[src/rtl/phase_scheduler.sv]
// Intersection phase scheduler: NS/EW green-yellow-all-red sequencing with
// latched pedestrian walk service and emergency preemption with minimum green.
module phase_scheduler #(
  parameter int CNT_W     = 8,
  parameter int GREEN_T   = 20,
  parameter int YELLOW_T  = 4,
  parameter int ALLRED_T  = 2,
  parameter int WALK_T    = 10,
  parameter int MIN_GREEN = 5
) (
  input  logic       clk,
  input  logic       reset,
  input  logic       ped_req_ns,
  input  logic       ped_req_ew,
  input  logic       emerg_req,
  input  logic       emerg_dir,
  output logic [1:0] ns_light_cmd,
  output logic [1:0] ew_light_cmd,
  output logic       walk_ns,
  output logic       walk_ew,
  output logic       emerg_active,
  output logic [2:0] phase_id,
  output logic       phase_start
);

  typedef enum logic [2:0] {
    NSG = 3'd0,
    NSY = 3'd1,
    AR1 = 3'd2,
    EWG = 3'd3,
    EWY = 3'd4,
    AR2 = 3'd5,
    EMG = 3'd6
  } state_t;

  localparam logic [1:0] L_GREEN  = 2'b10;
  localparam logic [1:0] L_YELLOW = 2'b01;
  localparam logic [1:0] L_RED    = 2'b00;

  localparam logic [CNT_W-1:0] GREEN_END  = CNT_W'(GREEN_T - 1);
  localparam logic [CNT_W-1:0] YELLOW_END = CNT_W'(YELLOW_T - 1);
  localparam logic [CNT_W-1:0] ALLRED_END = CNT_W'(ALLRED_T - 1);
  localparam logic [CNT_W-1:0] WALK_END   = CNT_W'(WALK_T - 1);
  localparam logic [CNT_W-1:0] MIN_END    = CNT_W'(MIN_GREEN - 1);

  state_t           state;
  state_t           nxt;
  logic [CNT_W-1:0] cnt;
  logic             pend_ns;
  logic             pend_ew;
  logic             dir_q;
  logic             nxt_dir;
  logic [1:0]       ns_nxt;
  logic [1:0]       ew_nxt;
  logic             enter_nsg;
  logic             enter_ewg;

  // Terminal count always wins over emergency; emergency is re-evaluated
  // in whichever state the terminal transition lands in.
  always_comb begin
    nxt     = state;
    nxt_dir = dir_q;
    case (state)
      NSG: begin
        if (cnt == GREEN_END || (emerg_req && emerg_dir && cnt >= MIN_END)) begin
          nxt = NSY;
        end else if (emerg_req && !emerg_dir) begin
          nxt     = EMG;
          nxt_dir = 1'b0;
        end
      end
      NSY: if (cnt == YELLOW_END) nxt = AR1;
      AR1: begin
        if (cnt == ALLRED_END) begin
          if (emerg_req) begin
            nxt     = EMG;
            nxt_dir = emerg_dir;
          end else begin
            nxt = EWG;
          end
        end
      end
      EWG: begin
        if (cnt == GREEN_END || (emerg_req && !emerg_dir && cnt >= MIN_END)) begin
          nxt = EWY;
        end else if (emerg_req && emerg_dir) begin
          nxt     = EMG;
          nxt_dir = 1'b1;
        end
      end
      EWY: if (cnt == YELLOW_END) nxt = AR2;
      AR2: begin
        if (cnt == ALLRED_END) begin
          if (emerg_req) begin
            nxt     = EMG;
            nxt_dir = emerg_dir;
          end else begin
            nxt = NSG;
          end
        end
      end
      EMG: if (!emerg_req) nxt = dir_q ? EWY : NSY;
      default: nxt = NSG;
    endcase
  end

  always_comb begin
    ns_nxt = L_RED;
    ew_nxt = L_RED;
    case (nxt)
      NSG: ns_nxt = L_GREEN;
      NSY: ns_nxt = L_YELLOW;
      EWG: ew_nxt = L_GREEN;
      EWY: ew_nxt = L_YELLOW;
      EMG: begin
        if (nxt_dir) ew_nxt = L_GREEN;
        else         ns_nxt = L_GREEN;
      end
      default: begin
        ns_nxt = L_RED;
        ew_nxt = L_RED;
      end
    endcase
  end

  assign enter_nsg = (nxt == NSG) && (state != NSG);
  assign enter_ewg = (nxt == EWG) && (state != EWG);

  always_ff @(posedge clk or negedge reset) begin
    if (!reset) begin
      state        <= NSG;
      cnt          <= '0;
      pend_ns      <= 1'b0;
      pend_ew      <= 1'b0;
      dir_q        <= 1'b0;
      phase_start  <= 1'b0;
      ns_light_cmd <= L_GREEN;
      ew_light_cmd <= L_RED;
      walk_ns      <= 1'b0;
      walk_ew      <= 1'b0;
      emerg_active <= 1'b0;
      phase_id     <= 3'd0;
    end else begin
      state        <= nxt;
      dir_q        <= nxt_dir;
      cnt          <= (nxt != state) ? '0 : cnt + 1'b1;
      phase_start  <= (nxt != state);
      ns_light_cmd <= ns_nxt;
      ew_light_cmd <= ew_nxt;
      emerg_active <= (nxt == EMG);
      phase_id     <= nxt;

      // A request in the cycle that decides green entry is consumed with the flag.
      pend_ns <= enter_nsg ? 1'b0 : (pend_ns | ped_req_ns);
      pend_ew <= enter_ewg ? 1'b0 : (pend_ew | ped_req_ew);

      if (enter_nsg)       walk_ns <= pend_ns | ped_req_ns;
      else if (nxt == NSG) walk_ns <= walk_ns && (cnt < WALK_END);
      else                 walk_ns <= 1'b0;

      if (enter_ewg)       walk_ew <= pend_ew | ped_req_ew;
      else if (nxt == EWG) walk_ew <= walk_ew && (cnt < WALK_END);
      else                 walk_ew <= 1'b0;
    end
  end

endmodule

[config.mk]
export PLATFORM = sky130hd
export DESIGN_NAME = phase_scheduler
export DESIGN_NICKNAME = d
export VERILOG_FILES = /design/src/rtl/phase_scheduler.sv
export SDC_FILE = /design/constraint.sdc
export NUM_CORES = 1
export LEC_CHECK = 0
export BUFFER_PORTS_ARGS = -buffer_cell sky130_fd_sc_hd__buf_2
export CORE_MARGIN = 2
export CORE_UTILIZATION = 50
export CTS_CLUSTER_DIAMETER = 60
export DETAILED_ROUTE_END_ITERATION = 6
export HOLD_SLACK_MARGIN = 0.1
export PLACE_DENSITY = 0.7
export SKIP_CTS_REPAIR_TIMING = 1
export SYNTH_ARGS = -nofsm -noshare
export SYNTH_HDL_FRONTEND = slang
export SYNTH_SLANG_ARGS = --single-unit
[constraint.sdc]
create_clock -name clk -period 4.45 [get_ports clk]
set_input_delay 0.445 -clock clk [delete_from_list [all_inputs] [get_ports clk]]
set_output_delay 0.445 -clock clk [all_outputs]
set_load 0.005 [all_outputs]
---- Word level (Yosys, flattened, before mapping) ----
Cells that the tools add are included.
cells by class
  add/subtract/negate cells ............... 1
  $lt $le $gt $ge ......................... 2
  equal/unequal tests ..................... 15
  muxes and demuxes ....................... 31
  bitwise logic cells ..................... 2
  reductions and logical operators ........ 15
operators by type and width
  kind                   number
  $mux W3                12
  $pmux W3 S7            1
  $eq A3 B3 Y1 const B   5
  $mux W1                12
  $pmux W2 S3            2
  $eq A3 B2 Y1 const B   3
  $add A8 B1 Y8 const B  1
  $eq A8 B1 Y1 const B   1
  $eq A8 B2 Y1 const B   1
  $eq A8 B5 Y1 const B   1
  $ge A8 B3 Y1 const B   1
  $logic_and A1 B1 Y1    8
  $lt A8 B4 Y1 const B   1
  $mux W8                1
  $eq A3 B1 Y1 const B   2
  $logic_not A3 Y1       2
  $mux W2                2
  $ne A3 B2 Y1 const B   1
  $ne A3 B3 Y1           1
  $pmux W1 S3            1
  $reduce_bool A3 Y1     1
  $logic_or A1 B1 Y1     2
  $or A1 B1 Y1           2
  $reduce_or A2 Y1       1
  $logic_not A1 Y1       1
word-level totals
  bits in registers ....................... 22
  input port bits ......................... 6
  output and inout port bits .............. 11
  word-level logic and storage cells ...... 77

---- Depth between registers and ports, before layout ----
Gate-level depths: netlist (run 1).
  word-level depth ........................ 9
  gate-level depth with buffers ........... 9
  gate-level depth less buffers ........... 9

---- Worst setup path before layout (run 1) ----
No wires, ideal clock.
  path type ............................... reg2reg
  from .................................... register cnt[1]
  to ...................................... register pend_ns
  setup time .............................. 126 ps
  arrival ................................. 1957 ps
  data required time ...................... 4324 ps
  slack ................................... 2367 ps
  cell stages (with the launch flop) ...... 8
  buffers on the path ..................... 0
  period minus slack after synthesis ...... 2083 ps
  cells stage by stage .................... dfrtp_1 inv_1 ha_1 nor4b_1 nand3b_1 a32o_1 nand3b_1 o32a_1
between the ends
  cells in the longest elaborated chain, start to end .. 8
  elaborated cells on any way between the ends .. 18
  those cells by class .................... order compare (1); eq/ne (3); mux (8); reduce/logical (6)
ends and longest elaborated chain
  element                                 line    source
  start: declaration                      48      logic [CNT_W-1:0] cnt;
  start signal: assignment                146     cnt <= (nxt != state) ? '0 : cnt + 1'b1;
  $ge A8 B3 Y1                            65, 84
  $logic_and A1 B1 Y1 (on tied branches)  84, 65
  $logic_or A1 B1 Y1 (on tied branches)   84, 65
  $mux W3 (on tied branches)              84, 65
  $pmux W3 S7 *                           63      case (state)
  via nxt[2]                              47      state_t nxt;
  $logic_not A3 Y1 *                      126     assign enter_nsg = (nxt == NSG) && (state != NSG);
  $logic_and A1 B1 Y1 *                   126
  $mux W1 *                               154     pend_ns <= enter_nsg ? 1'b0 : (pend_ns | ped_req_ns);
  end signal: assignment                  154
  end: declaration                        49      logic pend_ns;
Mark *: on every way through the listed nets, which the timed path passes. The rest lies on a longest branch.

---- Worst setup path in the final report (run 1) ----
Same ends and word-level chain as after synthesis.

==> flow_metrics.py, run 1 <==
metrics = {
    "global_routing": {
        "grt_pass1_wl_um": 5360,
        "grt_max_degree": 23,
        "grt_pass1_vias": 1132,
        "grt-ovfl-total": 0,
        "grtUsageMet3_pct": 4.84,
        "antenna_found_initial": 0,
        "grt_use_met2_pct": 35.6,
        "grtUsageTotal_pct": 21.2,
        "top_usage_layer": "met2",
        "global_route.usage.met1_pct": 27.7,
    },
    "sta": {
        "slew_headroom_pct": 43.9,
        "whs_ns": 0.0713,
        "tightest_slew_ns": 0.829,
        "finalCriticalPeriod_ns": 2.64,
        "finalMaxSlewViolations": 0,
        "hold_viol_final": 0,
        "grt_setup_unrepaired": "false",
        "finalSetupTns_ns": 0,
        "layout_setup_ws_ns": 1.81,
        "timing.final.crit_share_pct": 59.3,
        "setup_violations": 0,
        "fmax_mhz": 379,
        "finalClockSkew_ns": 0.00529,
    },
    "critical_path": {
        "crit_type": "reg -> reg",
        "path_cells": "inv_1 -> ha_1 -> nor4b_1 -> nand3b_1 -> a32o_1 -> nand3b_1 -> o32a_1",
        "reg2reg_from": "cnt[1]",
        "end_kind": "flip-flop",
        "cpMaxStageDelayCell": "nor4b_1",
        "cpPeakStageDelay_ns": 0.70,
        "crit_family": "simple AND/OR/NAND/NOR gates",
        "critPathBufInv": 1,
        "crit_fanout": 6,
        "cp-start-kind": "flip-flop",
        "crit_top_cell": "nand3b_1",
        "cp.required_ns": 4.66,
        "startpoint": "cnt[1]",
        "arrival_ns": 2.85,
    },
    "route": {
        "vias": 1174,
        "postRouteAntennaNets": 0,
        "wire_per_inst_um": 16.6,
        "drcViolationCount": 0,
        "wl_um": 3040,
        "drtIter0Drc": 42,
        "routed_via_density": 6.42,
        "dr.pass1.iters": 4,
    },
    "place": {
        "dpl_cell_area_um2": 1440,
        "placedCellCount": 179,
        "place_hpwl_um": 2330,
        "gp_congestion": 0.946,
        "dp_slack_ns": 1.87,
        "port_buffers": 16,
    },
    "die": {
        "placementRows": 18,
        "io_pins": 17,
        "die-area_um2": 3170,
        "fp.dieH_um": 56.3,
        "design.core.area_um2": 2540,
        "initial_utilization_pct": 53.8,
        "die_x_um": 56.3,
    },
    "cells_and_area": {
        "num_antenna_cells": 0,
        "final_cells": 183,
        "drive_above_1_share_pct": 21.6,
        "post-route-cell-area_um2": 1480,
        "area_growth_pct": 8.04,
        "final_net_count": 164,
    },
    "pwr": {
        "vdd.ir_drop.worst_mv": 0.360,
        "powerDensity_nw_per_um2": 555,
        "leakage_nw": 0.635,
    },
    "logic_synthesis": {
        "yosys_warnings": 0,
        "yosys.area.top_type_share_pct": 38.4,
        "netlist_instances": 142,
        "synthFlopType": "dfrtp_1",
        "ys_ff_latch": 22,
        "synth_edf_count": 0,
        "ys_seq_area_share_pct": 40.3,
        "synthArstFlopShare_pct": 100,
        "syn_area_per_cell_um2": 9.64,
        "syn-cell-area_um2": 1370,
        "synth_largest_area_cell": "dfrtp_1",
        "synth_nets": 152,
        "synth_area_leaders": "dfrtp_1 (38%), a211oi_1 (5.5%), ha_1 (3.7%), xor2_1 (2.6%), inv_1 (2.5%)",
        "synth_cell_types": 52,
    },
    "cts": {
        "path_clk_slew_ns": 0.12,
        "clock_latency_ns": 0.31,
        "numCtsBuffers": 3,
        "clockRootBuffer": "clkbuf_4",
        "cts_max_level": 1,
        "cts_tree": "yes",
        "cts.path.max_buffers": 2,
        "cts.sinks": 22,
    },
    "status": {
        "status": "completed",
    },
    "job": {
        "maxCapViolations": 0,
    },
    "worst_hold_path": {
        "hold_class": "in -> async",
    },
}
[Yosys cell counts, types with 3 or more instances]
cell and n:
a211oi_1 10, a21o_1 3, clkbuf_1 5, dfrtp_1 21, ha_1 4, inv_1 9, nand2_1 7, nand2b_1 3
nand3_1 5, nand4_1 4, nor2_1 8, nor3_1 4, nor4_1 3, xor2_1 4
[metal layers]
layer	vias to the layer above	share of wire [%]
met5	-	0
met1	569	42
li1	553	-
met4	0	1.3
met3	4	5.5
met2	48	51
[metrics by stage]
step	utilization, %	power, mW
after floorplan	-	0.601
after global placement	56.7	0.700
after detailed placement	56.7	0.714
after CTS	58.1	0.825
after global routing	58.1	0.889
final	58.1	0.821
[area by class of cell]
class	instances	area [µm²]
clock buffers	4	36.3
fillers	217	1070
inverters	9	33.8
multi-input cells	102	739
flip-flops and latches	22	552
well taps	30	37.5
repair buffers	16	80.1
[report_power, final]
| group | switching, mW | total (mW) | leakage (nW) | internal (mW) |
|---|---|---|---|---|
| Clock | 0.0594 | 0.109 | 0.0210 | 0.0500 |
| Sequential | 0.0583 | 0.317 | 0.281 | 0.258 |
| Combinational | 0.239 | 0.395 | 0.333 | 0.156 |
| Total | 0.357 | 0.821 | 0.635 | 0.465 |
[sequential cells by signal, indices dropped and copies added, names as in the netlist]
signal,count
walk_ns,1
ns_light_cmd,2
cnt,8
dir_q,1
state,3
pend_ns,1
walk_ew,1
emerg_active,1
pend_ew,1
ew_light_cmd,2
phase_start,1
[logic make-up (layout without fill, tap and decap cells)]
| logic type | count (synthesis) | after routing | share of synthesized area, % |
|---|---|---|---|
| AO/OA/AOI/OAI | 37 | 37 | 21.6 |
| flip-flops | 22 | 22 | 40.3 |
| XOR/XNOR | 6 | 6 | 3.84 |
| buffers and inverters | 18 | 29 | 5.67 |
| AND/OR/NAND/NOR | 55 | 55 | 25.0 |
| adder cells (fa/ha/maj) | 4 | 4 | 3.66 |
[layout by cell type (no fill, tap or decap), types with 2 or more instances in the layout]
cell type	Yosys	final
a211oi_1	10	10
a21o_1	3	3
a21oi_1	2	2
a31oi_1	2	2
a32oi_1	2	2
and3b_1	2	2
buf_2	2	16
clkbuf_4	0	3
dfrtp_1	21	21
ha_1	4	4
inv_1	9	9
nand2_1	7	7
nand2b_1	3	3
nand3_1	5	5
nand3b_1	2	2
nand4_1	4	4
nor2_1	8	8
nor2b_1	2	2
nor3_1	4	4
nor3_4	2	2
nor3b_1	2	2
nor4_1	3	3
o21ai_0	2	2
o22ai_1	2	2
o31a_1	2	2
or2_2	2	2
xnor2_1	2	2
xor2_1	4	4
[path summary, 6_finish.rpt]
kind,depth (start not counted),end,slack [ns]
min in group clk,2,pend_ns,0.37
max in group asynchronous,1,ns_light_cmd[1],4.03
setup / recovery,7,pend_ns,1.81
setup reg to reg,7,pend_ns,1.81
hold reg to reg,2,pend_ew,0.50
hold / removal,1,state[2],0.07
Power figures use the tool's default switching activity.
==> run 2, diff against run 1 <==
--- a/config.mk
+++ b/config.mk
@@ -11,7 +11,7 @@
 export CTS_CLUSTER_DIAMETER = 60
 export DETAILED_ROUTE_END_ITERATION = 6
 export HOLD_SLACK_MARGIN = 0.1
-export PLACE_DENSITY = 0.7
+export PLACE_DENSITY = 0.73
 export SKIP_CTS_REPAIR_TIMING = 1
 export SYNTH_ARGS = -nofsm -noshare
 export SYNTH_HDL_FRONTEND = slang
==> constraint.sdc (replaced) <==
create_clock -name clk -period 2.4 [get_ports clk]
set_input_delay 0.24 -clock clk [delete_from_list [all_inputs] [get_ports clk]]
set_output_delay 0.24 -clock clk [all_outputs]
set_load 0.005 [all_outputs]
==> flow_metrics.py, run 2 (synthesized netlist as in run 1, its figures left out) <==
metrics = {
    "status": {
        "status": "completed",
    },
    "place": {
        "dpl_cell_area_um2": 1490,
        "port_buffers": 16,
        "gp_congestion": 0.893,
        "place_hpwl_um": 2310,
    },
    "critical_path": {
        "end_kind": "flip-flop",
        "arrival_ns": 2.56,
        "crit_fanout": 9,
        "cpMaxStageDelayCell": "dfrtp_1",
        "critPathBufInv": 0,
        "cp-start-kind": "flip-flop",
        "cpPeakStageDelay_ns": 0.48,
        "crit_family": "simple AND/OR/NAND/NOR gates",
        "path_cells": "or3_4 -> o41ai_2 -> o311ai_1 -> nor2_2 -> nand3_2 -> a211oi_1",
        "cp.required_ns": 2.62,
        "crit_type": "reg -> reg",
    },
    "cells_and_area": {
        "final_common_cell": "dfrtp_1",
        "fillerInstances": 222,
        "multiInputGateArea_um2": 756,
        "final_cell_mix": "dfrtp_1 (20), buf_2 (16), a211oi_1 (10)",
        "max_flop_register": "cnt",
        "post-route-cell-area_um2": 1560,
        "top_regs": "cnt x8, state x3",
        "area_growth_pct": 13.9,
        "drive_above_1_share_pct": 26.7,
        "final_net_count": 172,
        "largest_reg_flops": 8,
        "regArea_um2": 553,
        "num_antenna_cells": 0,
    },
    "sta": {
        "timing.final.crit_share_pct": 97.5,
        "whs_ns": 0.146,
        "finalClockSkew_ns": 0.00125,
        "finalCriticalPeriod_ns": 2.34,
        "hold_viol_final": 0,
        "finalMaxSlewViolations": 0,
        "tightest_slew_ns": 0.463,
        "slew_headroom_pct": 69.1,
        "grt_setup_unrepaired": "true",
        "finalSetupTns_ns": 0,
        "setup_violations": 0,
        "fmax_mhz": 428,
    },
    "cts": {
        "cts.path.max_buffers": 2,
        "cts_tree": "yes",
        "cts.sinks": 22,
        "path_clk_slew_ns": 0.12,
        "cts_max_level": 1,
        "clockRootBuffer": "clkbuf_4",
        "numCtsBuffers": 3,
        "clock_latency_ns": 0.31,
    },
    "route": {
        "dr.pass1.iters": 4,
        "postRouteAntennaNets": 0,
        "vias": 1217,
        "drcViolationCount": 0,
        "routed_via_density": 6.37,
        "wl_um": 3160,
        "drtIter0Drc": 69,
        "wire_per_inst_um": 16.5,
    },
    "pwr": {
        "powerDensity_nw_per_um2": 1050,
        "combPwrFrac_pct": 54.4,
        "leakage_nw": 0.672,
        "internal-power_uw": 924,
        "switchingPower_uw": 709,
        "vdd.ir_drop.worst_mv": 0.938,
        "clkPwrFrac_pct": 12.6,
        "p_sw_share_pct": 43.4,
        "pwr-share-seq_pct": 33.0,
        "finalPower_mw": 1.63,
    },
    "job": {
        "maxCapViolations": 0,
    },
    "global_routing": {
        "grt_max_degree": 23,
        "grt_pass1_wl_um": 5290,
        "grt-ovfl-total": 0,
        "grt_pass1_vias": 1130,
        "grtUsageTotal_pct": 21.1,
        "antenna_found_initial": 0,
    },
    "worst_hold_path": {
        "hold_class": "in -> reg",
    },
    "die": {
        "io_pins": 17,
        "die_x_um": 56.3,
        "die-area_um2": 3170,
        "fp.dieH_um": 56.3,
        "design.core.area_um2": 2540,
        "initial_utilization_pct": 53.8,
        "placementRows": 18,
    },
}
## run 2: changes by cell type in the layout (fill, tap and decap cells not counted), sizes merged
cell / delta
buf: +7
dlygate4sd3: +1
## run 2: final timing paths
kind | start | endpoint | slack, ns | cells past startpoint
worst min-delay path | ped_req_ew | pend_ew | 0.15 | 3
min in group asynchronous | reset | walk_ns | 0.39 | 2
worst min register to register | pend_ew | pend_ew | 0.50 | 2
worst max-delay path | cnt[5] | cnt[0] | 0.06 | 6
worst max register to register | cnt[5] | cnt[0] | 0.06 | 6
max in group asynchronous | reset | ns_light_cmd[1] | 1.67 | 2
## run 2: stage by stage
stage | std cells | util, % | setup WS, ns
6_report | 191 | 61.3 | 0.0608
5_1_grt | 191 | 61.3 | -0.0306
4_1_cts | 189 | 59.9 | -0.00968
3_5_place_dp | 185 | 58.5 | 0.0184
3_3_place_gp | 185 | 58.5 | 0.0858
2_1_floorplan | 142 | - | 0.317
## run 2: cell type report
type / count / area share, %
multi-input cells: 102 / 48.5
flip-flops and latches: 22 / 35.5
repair buffers: 24 / 9.15
well taps: 30 / 2.41
clock buffers: 4 / 2.33
inverters: 9 / 2.17
## run 2: worst reg2reg max path: stages (launching register included)
cell and delay [ns]:
dfrtp_1 0.48, or3_4 0.46, o41ai_2 0.33, o311ai_1 0.21, nor2_2 0.23, nand3_2 0.22
a211oi_1 0.32
## run 2: power groups by stage
stage	Sequential, mW	Clock (mW)	Combinational (mW)
3_3_place_gp	0.536	0	0.811
2_1_floorplan	0.544	0	0.571
3_5_place_dp	0.543	0	0.821
4_1_cts	0.536	0.210	0.826
6_report	0.539	0.206	0.888
5_1_grt	0.549	0.225	0.972
## run 2: routing by layer
metal | up-vias | track usage, % | share of wire, %
li1 | 570 | - | -
met1 | 576 | 31.8 | 47
met2 | 66 | 28.1 | 42
met3 | 5 | 5.76 | 8.9
met4 | 0 | 9.18 | 1.6
met5 | - | 0 | 0
